**src/rtl/cprv_pkg.sv**
```systemverilog
// Shared constants, control struct and FSM state for the CPRV memory stage.
package cprv_pkg;

  localparam logic [6:0] OPC_OP    = 7'b0110011;
  localparam logic [6:0] OPC_LOAD  = 7'b0000011;
  localparam logic [6:0] OPC_STORE = 7'b0100011;

  // funct3 access size / sign encodings (loads and stores share the low two bits)
  localparam logic [2:0] F3_B  = 3'b000;
  localparam logic [2:0] F3_H  = 3'b001;
  localparam logic [2:0] F3_W  = 3'b010;
  localparam logic [2:0] F3_D  = 3'b011;
  localparam logic [2:0] F3_BU = 3'b100;
  localparam logic [2:0] F3_HU = 3'b101;
  localparam logic [2:0] F3_WU = 3'b110;

  typedef enum logic [1:0] {
    ST_IDLE   = 2'd0,
    ST_ACCESS = 2'd1,
    ST_HOLD   = 2'd2
  } mem_state_e;

  // Control fields carried from execute to writeback.
  typedef struct packed {
    logic [6:0] opcode;
    logic [2:0] funct3;
    logic [4:0] rd_addr;
    logic       rd_en;
  } mem_ctl_t;

  // Drop offset bits below the access size so misaligned accesses act naturally aligned.
  function automatic logic [2:0] eff_offset(input logic [2:0] f3, input logic [2:0] off);
    case (f3[1:0])
      2'b00:   return off;
      2'b01:   return {off[2:1], 1'b0};
      2'b10:   return {off[2], 2'b00};
      default: return 3'b000;
    endcase
  endfunction

endpackage

```
**src/rtl/cprv_lsu_align.sv**
```systemverilog
// Store lane alignment / strobe generation and load extraction / extension.
module cprv_lsu_align
  import cprv_pkg::*;
(
  input  logic [2:0]  i_funct3,
  input  logic [2:0]  i_offset,
  input  logic [63:0] i_wdata,
  input  logic [63:0] i_rdata,
  output logic [63:0] o_wdata,
  output logic [7:0]  o_wstrb,
  output logic [63:0] o_ldata
);

  logic [2:0]  w_off;
  logic [5:0]  w_sh;
  logic [7:0]  w_mask;
  logic [63:0] w_rsh;

  assign w_off = eff_offset(i_funct3, i_offset);
  assign w_sh  = {w_off, 3'b000};

  // Byte mask for the access size, before shifting into the addressed lane.
  always_comb begin
    w_mask = 8'hFF;
    case (i_funct3[1:0])
      2'b00:   w_mask = 8'h01;
      2'b01:   w_mask = 8'h03;
      2'b10:   w_mask = 8'h0F;
      default: w_mask = 8'hFF;
    endcase
  end

  assign o_wstrb = w_mask << w_off;
  assign o_wdata = i_wdata << w_sh;
  assign w_rsh   = i_rdata >> w_sh;

  // Extend the addressed load lane by size and signedness; LD passes through.
  always_comb begin
    o_ldata = w_rsh;
    case (i_funct3)
      F3_B:    o_ldata = {{56{w_rsh[7]}},  w_rsh[7:0]};
      F3_H:    o_ldata = {{48{w_rsh[15]}}, w_rsh[15:0]};
      F3_W:    o_ldata = {{32{w_rsh[31]}}, w_rsh[31:0]};
      F3_D:    o_ldata = w_rsh;
      F3_BU:   o_ldata = {56'd0, w_rsh[7:0]};
      F3_HU:   o_ldata = {48'd0, w_rsh[15:0]};
      F3_WU:   o_ldata = {32'd0, w_rsh[31:0]};
      default: o_ldata = w_rsh;
    endcase
  end

endmodule

```
**src/rtl/cprv_mem_stage.sv**
```systemverilog
// CPRV memory stage: accepts one execute result, performs at most one
// data-memory access, then holds the result for writeback.
module cprv_mem_stage
  import cprv_pkg::*;
#(
  parameter int DATA_WIDTH = 64,
  parameter int ADDR_WIDTH = 64
)(
  input  logic                  clk,
  input  logic                  rst,
  // execute side
  input  logic                  valid_mem_i,
  output logic                  ready_mem_o,
  input  logic [DATA_WIDTH-1:0] alu_out_mem_i,
  input  logic [DATA_WIDTH-1:0] rs2_data_mem_i,
  input  logic [4:0]            rd_addr_mem_i,
  input  logic                  rd_en_mem_i,
  input  logic [6:0]            opcode_mem_i,
  input  logic [2:0]            funct3_mem_i,
  // writeback side
  output logic                  valid_wb_o,
  input  logic                  ready_wb_i,
  output logic [DATA_WIDTH-1:0] alu_out_wb_o,
  output logic [DATA_WIDTH-1:0] rdata_wb_o,
  output logic [4:0]            rd_addr_wb_o,
  output logic                  rd_en_wb_o,
  output logic [6:0]            opcode_wb_o,
  output logic [2:0]            funct3_wb_o,
  // data memory
  output logic                  dmem_req_o,
  output logic                  dmem_we_o,
  output logic [ADDR_WIDTH-1:0] dmem_addr_o,
  output logic [63:0]           dmem_wdata_o,
  output logic [7:0]            dmem_wstrb_o,
  input  logic                  dmem_ack_i,
  input  logic [63:0]           dmem_rdata_i
);

  mem_state_e r_state, w_state_nxt;
  mem_ctl_t   r_ctl;
  logic [DATA_WIDTH-1:0] r_alu, r_rs2, r_rdata;
  logic [ADDR_WIDTH-1:0] w_alu_a;
  logic [63:0] w_wdata, w_ldata;
  logic [7:0]  w_wstrb;
  logic w_accept, w_in_mem, w_ack, w_is_load, w_is_store;

  assign w_accept   = (r_state == ST_IDLE) && valid_mem_i;
  assign w_in_mem   = (opcode_mem_i == OPC_LOAD) || (opcode_mem_i == OPC_STORE);
  assign w_ack      = (r_state == ST_ACCESS) && dmem_ack_i;
  assign w_is_load  = (r_ctl.opcode == OPC_LOAD);
  assign w_is_store = (r_ctl.opcode == OPC_STORE);
  assign w_alu_a    = ADDR_WIDTH'(r_alu);

  // State register; reset lands in IDLE from any state, including mid-access.
  always_ff @(posedge clk or posedge rst) begin
    if (rst) r_state <= ST_IDLE;
    else     r_state <= w_state_nxt;
  end

  // Next state and handshake outputs.
  always_comb begin
    w_state_nxt = r_state;
    ready_mem_o = 1'b0;
    valid_wb_o  = 1'b0;
    dmem_req_o  = 1'b0;
    case (r_state)
      ST_IDLE: begin
        ready_mem_o = 1'b1;
        if (valid_mem_i) w_state_nxt = w_in_mem ? ST_ACCESS : ST_HOLD;
      end
      ST_ACCESS: begin
        dmem_req_o = 1'b1;
        if (dmem_ack_i) w_state_nxt = ST_HOLD;
      end
      ST_HOLD: begin
        valid_wb_o = 1'b1;
        if (ready_wb_i) w_state_nxt = ST_IDLE;
      end
      default: w_state_nxt = ST_IDLE;
    endcase
  end

  // Capture the upstream fields on acceptance; stores never write rd.
  always_ff @(posedge clk or posedge rst) begin
    if (rst) begin
      r_alu <= '0;
      r_rs2 <= '0;
      r_ctl <= '0;
    end else if (w_accept) begin
      r_alu <= alu_out_mem_i;
      r_rs2 <= rs2_data_mem_i;
      r_ctl <= '{opcode:  opcode_mem_i,
                 funct3:  funct3_mem_i,
                 rd_addr: rd_addr_mem_i,
                 rd_en:   rd_en_mem_i && (opcode_mem_i != OPC_STORE)};
    end
  end

  // Load result: cleared per instruction, filled only by the ack of a load.
  always_ff @(posedge clk or posedge rst) begin
    if (rst)                     r_rdata <= '0;
    else if (w_accept)           r_rdata <= '0;
    else if (w_ack && w_is_load) r_rdata <= DATA_WIDTH'(w_ldata);
  end

  cprv_lsu_align u_align (
    .i_funct3 (r_ctl.funct3),
    .i_offset (w_alu_a[2:0]),
    .i_wdata  (64'(r_rs2)),
    .i_rdata  (dmem_rdata_i),
    .o_wdata  (w_wdata),
    .o_wstrb  (w_wstrb),
    .o_ldata  (w_ldata)
  );

  assign dmem_addr_o  = {w_alu_a[ADDR_WIDTH-1:3], 3'b000};
  assign dmem_wdata_o = w_wdata;
  assign dmem_we_o    = dmem_req_o && w_is_store;
  assign dmem_wstrb_o = (dmem_req_o && w_is_store) ? w_wstrb : 8'h00;

  assign alu_out_wb_o = r_alu;
  assign rdata_wb_o   = r_rdata;
  assign rd_addr_wb_o = r_ctl.rd_addr;
  assign rd_en_wb_o   = r_ctl.rd_en;
  assign opcode_wb_o  = r_ctl.opcode;
  assign funct3_wb_o  = r_ctl.funct3;

endmodule
```
**config.mk**
```make
export PLATFORM = sky130hd
export DESIGN_NAME = cprv_mem_stage
export DESIGN_NICKNAME = d
export VERILOG_FILES = /design/src/rtl/cprv_pkg.sv /design/src/rtl/cprv_lsu_align.sv /design/src/rtl/cprv_mem_stage.sv
export SDC_FILE = /design/constraint.sdc
export NUM_CORES = 1
export LEC_CHECK = 0
export ABC_AREA = 1
export CORE_AREA = 8 8 185 187
export CTS_CLUSTER_DIAMETER = 30
export DETAILED_ROUTE_END_ITERATION = 16
export DIE_AREA = 0 0 193 195
export PLACE_DENSITY = 0.83
export REMOVE_ABC_BUFFERS = 1
export SKIP_LAST_GASP = 1
export SYNTH_ARGS = -nofsm -noshare
export SYNTH_HDL_FRONTEND = slang
export SYNTH_SLANG_ARGS = --single-unit
```
**constraint.sdc**
```tcl
create_clock -name clk -period 11.5 [get_ports clk]
set_input_delay 2.3 -clock clk [delete_from_list [all_inputs] [get_ports clk]]
set_output_delay 2.3 -clock clk [all_outputs]
set_load 0.01 [all_outputs]
```
==> results of run 1 <==
==> metal layers <==
metal	vias up	share of wire
met5	-	0
met4	0	0.050
met3	150	0.098
met2	867	0.48
met1	6221	0.37
li1	6351	-
==> flip-flops by register name, indices dropped and copies added (netlist names) <==
register,cells
rd_en_wb_o,1
r_state,2
rdata_wb_o,64
opcode_wb_o,7
alu_out_wb_o,64
funct3_wb_o,3
r_rs2,64
rd_addr_wb_o,5
==> worst max-delay path by stage <==
| stage | end | slack [ns] |
|---|---|---|
| 4_1_cts | dmem_wdata_o[3] | 5.09 |
| 5_1_grt | dmem_wdata_o[53] | 4.92 |
| 3_5_place_dp | dmem_wdata_o[3] | 5.68 |
| 3_3_place_gp | dmem_wdata_o[3] | 5.75 |
| 2_1_floorplan | rdata_wb_o[31] | 0.15 |
| 6_report | dmem_wdata_o[6] | 5.16 |
==> per-stage QoR <==
step                      setup slack (ns)  cell area (sq um)  std cells  hold WS, ns
after floorplan                      0.146              11400       1608        0.442
after global placement                5.75              16900       2515        0.454
after detailed placement              5.68              16900       2515        0.461
after CTS                             5.09              18700       2606        0.472
after global routing                  4.92              18800       2614        0.498
final                                 5.16              18800       2615        0.470
==> power by group through the flow <==
stage	Clock (mW)	Sequential, mW	Combinational (mW)
finish	1.52	0.991	1.72
floorplan	0	1.04	0.774
global route	1.58	1.01	1.87
detailed placement	0	0.992	1.70
global placement	0	0.990	1.67
CTS	1.54	0.989	1.72
==> synthesized netlist by cell type, drive strengths merged <==
master  number  area [sq um]
o22ai       14          87.6
a22oi        1          7.51
o21ai      234          1170
o311ai       1          8.76
nand2      747          2830
o32ai        1          8.76
buf        129           908
a21oi       24           124
mux2i        3          30.0
inv        154           583
o221ai       1          8.76
a21boi       1          7.51
nand3       67           370
o211ai      46           370
clkbuf      50           188
conb         1          3.75
nor4         1          6.26
nand4        1          6.26
o21a         1          7.51
a31oi        1          6.26
nor2        72           299
nor3         8          40.0
a211oi       2          15.0
dfrtp      210          5260
or2          8          50.0
and2         1          6.26
o21bai       6          45.0
==> cell families after synthesis <==
group                  after synthesis  share of synthesized area
other                                1                   0.000301
AND/OR/NAND/NOR                    905                      0.290
AO/OA/AOI/OAI                      333                      0.150
buffers and inverters              333                      0.135
flip-flops                         210                      0.422
multiplexers                         3                    0.00241
==> worst max-delay path, stage by stage, from the launching register on <==
cell             delay, ns
dfrtp_1               0.45
nand2_1               0.40
nand2_4               0.39
buf_4                 0.63
nand3_1               0.62
nor2_1                0.39
clkdlybuf4s50_1       0.60
==> area by class of cell <==
class	instances	area, sq um	share of cell area
Timing Repair Buffer	505	5020	0.268
Clock buffer	58	1330	0.0710
Tap cell	402	503	0.0268
Multi-Input combinational cell	1244	5540	0.295
Inverter	154	591	0.0315
Sequential cell	210	5260	0.280
Antenna cell	9	22.5	0.00120
Clock inverter	33	499	0.0266
==> results.ini, run 1 <==
[status]
status = finished clean

[detailed_routing]
wirelength_mm = 48.8
drt_iter0_drc = 1253
vias_per_cell = 5.20
drc_errors = 0
wl_per_cell_um = 18.7
drt-pass1-iter-count = 6
final_antenna_net_count = 0
vias = 13600

[placement]
port_buffers = 493
post-dp-hpwl_mm = 34.6
routabilityCongestion = 0.951

[critical_path]
cp-end-kind = output port
r2r-start = funct3_wb_o[0]
critPathKind = reg -> out
critPathLaunch = funct3_wb_o[0]
rr_worst_depth = 12
start_kind = flop
r2r_end = rdata_wb_o[59]
ff2ff_setup_slack_ns = 7.58
cp.required_ns = 9.20
cp_max_fo = 72
cp.arrival_ns = 4.04

[hold_path]
hold_class = reg -> reg
min_path_cells = 2
min_from = r_rs2[63]
min_to = r_rs2[63]

[cts]
cts_sinks = 210
cts_tree = yes
cts_buffer_depth = 3
insertion_delay_ns = 0.53
root_buffer = clkbuf_16
cts_resized = 0
cts_max_level = 2
cts_inserted_buffers = 49
clkTransAtPathRegs_ns = 0.04
cts_hold_buf = 0
postCtsSetupBuffers = 0

[floorplan]
die_area_sq_um = 37600
floorplan.initialDensity = 0.398
io_pins = 497
die_h_um = 195
rows = 65
core-area_sq_um = 31200
fp.dieW_um = 193

[sta]
period_share = 0.551
finalHoldViolCount = 0
worst_pin_slew_ns = 1.13
finalSetupViolCount = 0
final.setup_skew_ns = 0.0174
grt_setup_unrepaired = no
fmax_ghz = 0.158
setup_tns_ns = 0
fin_crit_ns = 6.34
drv_slew = 0
slew_headroom = 0.246

[grt]
grt_pass1_wl_mm = 74.7
track_usage = 0.248
use_met2 = 0.421
grt_use_met3 = 0.0597
grt.overflow.total = 0
antenna_found_initial = 8
grt_max_degree = 110
gr-usage-met1 = 0.284
top_usage_layer = met2
grt_pass1_vias = 13900

[layout]
area_delta_synth_final_pct = 50.9
final_common_cell = nand2_1
nNetsFinal = 2377
layout_common_cells = 742 x nand2_1, 493 x clkdlybuf4s50_1, 210 x dfrtp_1
n_fill_cell = 2682
post-route-util = 0.601
drive_gt1_frac = 0.0599

[synthesis]
seq_area_frac_synth = 0.422
netlist_instances = 1785
yosysWarnings = 0
ys_types = 43
synth_area_sq_um = 12400
avgSynthCellArea_sq_um = 6.97
ys_seq_elements = 210

[job]
cap_violations = 0

[pwr]
power_frac_comb = 0.406
p_per_area_nw_per_um2 = 225
peakVddDrop_v = 0.000160
p_sw_mw = 1.53
p_sw_frac = 0.361
seq_power_share = 0.234
clockPowerShare = 0.360
finalPower_mw = 4.23
p_leak_nw = 9.13
p_int_mw = 2.70

Note: power is estimated with default switching activity, not from simulation.
==> run 2: changes to the inputs <==
--- a/config.mk
+++ b/config.mk
@@ -6,11 +6,12 @@
 export NUM_CORES = 1
 export LEC_CHECK = 0
 export ABC_AREA = 1
-export CORE_AREA = 8 8 185 187
+export CORE_ASPECT_RATIO = 2
+export CORE_MARGIN = 8
+export CORE_UTILIZATION = 40
 export CTS_CLUSTER_DIAMETER = 30
 export DETAILED_ROUTE_END_ITERATION = 16
-export DIE_AREA = 0 0 193 195
-export PLACE_DENSITY = 0.83
+export PLACE_DENSITY = 0.86
 export REMOVE_ABC_BUFFERS = 1
 export SKIP_LAST_GASP = 1
 export SYNTH_ARGS = -nofsm -noshare
==> constraint.sdc (replaced) <==
create_clock -name clk -period 5.3 [get_ports clk]
set_input_delay 1.06 -clock clk [delete_from_list [all_inputs] [get_ports clk]]
set_output_delay 1.06 -clock clk [all_outputs]
set_load 0.01 [all_outputs]
==> run 2 against run 1 <==
  * Utilization shrank 1.5 points
  * Die area shrank 0.77%
  * Setup slack lost 4.5 ns
  * Total power grew 91%
  * Sequential share of layout area grew 1.1 points
==> results.ini, run 2 (synthesis results as in run 1) <==
[sta]
setup_ws_ns = 0.630  ; -4.53 ns
slew_headroom = 0.214  ; -0.0315
final.setup_skew_ns = 0.0169  ; -0.000566 ns
whs_ns = 0.473  ; +0.00259 ns
fin_crit_ns = 4.67
finalHoldViolCount = 0  ; unchanged
setup_tns_ns = 0  ; unchanged
finalSetupViolCount = 0  ; unchanged
fmax_ghz = 0.214
grt_setup_unrepaired = no
drv_slew = 0  ; unchanged
period_share = 0.881
worst_pin_slew_ns = 1.18  ; +0.0455 ns

[grt]
grt_pass1_wl_mm = 76.7  ; +2.8%
grt_max_degree = 201  ; +83%
track_usage = 0.261  ; +0.0123
grt_pass1_vias = 13800  ; -0.48%
grt.overflow.total = 0  ; unchanged
antenna_found_initial = 12  ; +4

[critical_path]
cp_max_fo = 41  ; -43%
start_kind = flop
critPathKind = reg -> out
cp.arrival_ns = 3.61  ; -0.43 ns
cp.required_ns = 4.24  ; -4.96 ns
cp-end-kind = output port

[detailed_routing]
drc_errors = 0  ; unchanged
wl_per_cell_um = 19.6  ; +5.2%
drt-pass1-iter-count = 5  ; -1
final_antenna_net_count = 0  ; unchanged
vias = 13600  ; -0.25%
vias_per_cell = 5.31  ; +2.1%
drt_iter0_drc = 1009  ; -19%
wirelength_mm = 50.2  ; +2.8%

[floorplan]
core-area_sq_um = 30700  ; -1.6%
fp.dieW_um = 141  ; -27%
io_pins = 497  ; unchanged
die_area_sq_um = 37300  ; -0.77%
floorplan.initialDensity = 0.405  ; +0.00632
die_h_um = 265  ; +36%
rows = 91  ; +40%

[placement]
post-dp-hpwl_mm = 36.8  ; +6.4%
postPlaceCellArea_sq_um = 16900  ; +0.10%
dp_slack_ns = 1.25  ; -4.42 ns
placed_cells = 2489  ; -1.0%
routabilityCongestion = 0.925  ; -2.7%
port_buffers = 493  ; unchanged

[layout]
layout_common_cells = 742 x nand2_1, 493 x clkdlybuf4s50_1, 210 x dfrtp_1
nNetsFinal = 2362  ; -0.63%
final_common_cell = nand2_1
drive_gt1_frac = 0.0474  ; -0.0125
n_fill_cell = 2696  ; +0.52%
sequential_cell_area_sq_um = 5260  ; unchanged
multiInputGateArea_sq_um = 5540  ; unchanged
post-route-util = 0.586  ; -0.0145
area_delta_synth_final_pct = 44.9
final_area_sq_um = 18000  ; -3.9%
instances_no_fill = 2555  ; -2.3%

[cts]
cts_hold_buf = 0  ; unchanged
cts_buffer_depth = 3  ; unchanged
root_buffer = clkbuf_16
cts_resized = 0  ; unchanged
clkTransAtPathRegs_ns = 0.06  ; +0.02 ns
cts_max_level = 1  ; -1
cts_inserted_buffers = 30  ; -39%
cts_sinks = 210  ; unchanged
cts_tree = yes
postCtsSetupBuffers = 0  ; unchanged
insertion_delay_ns = 0.56  ; +0.03 ns

[pwr]
finalPower_mw = 8.06  ; +91%
p_per_area_nw_per_um2 = 447  ; +98%
peakVddDrop_v = 0.000315  ; +97%
p_leak_nw = 8.81  ; -3.6%

[hold_path]
hold_class = reg -> reg

[status]
status = finished clean

[job]
cap_violations = 0  ; unchanged

==> run 2: path summary, 6_finish.rpt <==
| check | from | to | slack, ns | cells after the start |
|---|---|---|---|---|
| setup reg to reg | funct3_wb_o[0] | rdata_wb_o[56] | 1.49 | 11 |
| hold / removal | r_rs2[62] | r_rs2[62] | 0.47 | 2 |
| min in group asynchronous | rst | r_rs2[33] | 1.14 | 2 |
| setup / recovery | funct3_wb_o[0] | dmem_wstrb_o[4] | 0.63 | 6 |
| max in group asynchronous | rst | r_rs2[23] | 3.22 | 3 |
| hold reg to reg | r_rs2[62] | r_rs2[62] | 0.47 | 2 |
==> run 2: layout make-up <==
| type | instances | area share |
|---|---|---|
| Antenna cell | 10 | 0.00139 |
| Clock inverter | 22 | 0.0153 |
| Tap cell | 372 | 0.0258 |
| Timing Repair Buffer | 509 | 0.282 |
| Clock buffer | 34 | 0.0442 |
| Multi-Input combinational cell | 1244 | 0.307 |
| Sequential cell | 210 | 0.291 |
| Inverter | 154 | 0.0328 |
==> run 2: where the power goes <==
part | switching [mW] | total [mW] | internal, mW
clock network | 0.849 | 2.11 | 1.27
registers | 0.242 | 2.14 | 1.90
logic | 2.17 | 3.80 | 1.63
==> run 2: layer usage <==
layer  GRT usage  part of all wire  vias up
met2       0.457              0.51      731
met5           0           0.00022        -
met3      0.0530             0.077      175
met4       0.174             0.065        2
li1            -                 -     6321
met1       0.277              0.35     6326
==> run 2: critical path, stage by stage, from the launching register on <==
cell	delay [ns]
dfrtp_1	0.44
nand2_1	0.42
nand2_4	0.43
inv_2	0.69
buf_4	0.42
a21oi_1	0.13
clkdlybuf4s50_1	0.51
==> run 3: changes to the inputs <==
--- a/config.mk
+++ b/config.mk
@@ -11,8 +11,10 @@
 export CORE_UTILIZATION = 40
 export CTS_CLUSTER_DIAMETER = 30
 export DETAILED_ROUTE_END_ITERATION = 16
+export GPL_ROUTABILITY_DRIVEN = 1
 export PLACE_DENSITY = 0.86
 export REMOVE_ABC_BUFFERS = 1
+export SKIP_CTS_REPAIR_TIMING = 1
 export SKIP_LAST_GASP = 1
 export SYNTH_ARGS = -nofsm -noshare
 export SYNTH_HDL_FRONTEND = slang
==> results of run 3 <==
No change in the layout: final DEF, timing and power equal those of run 2.
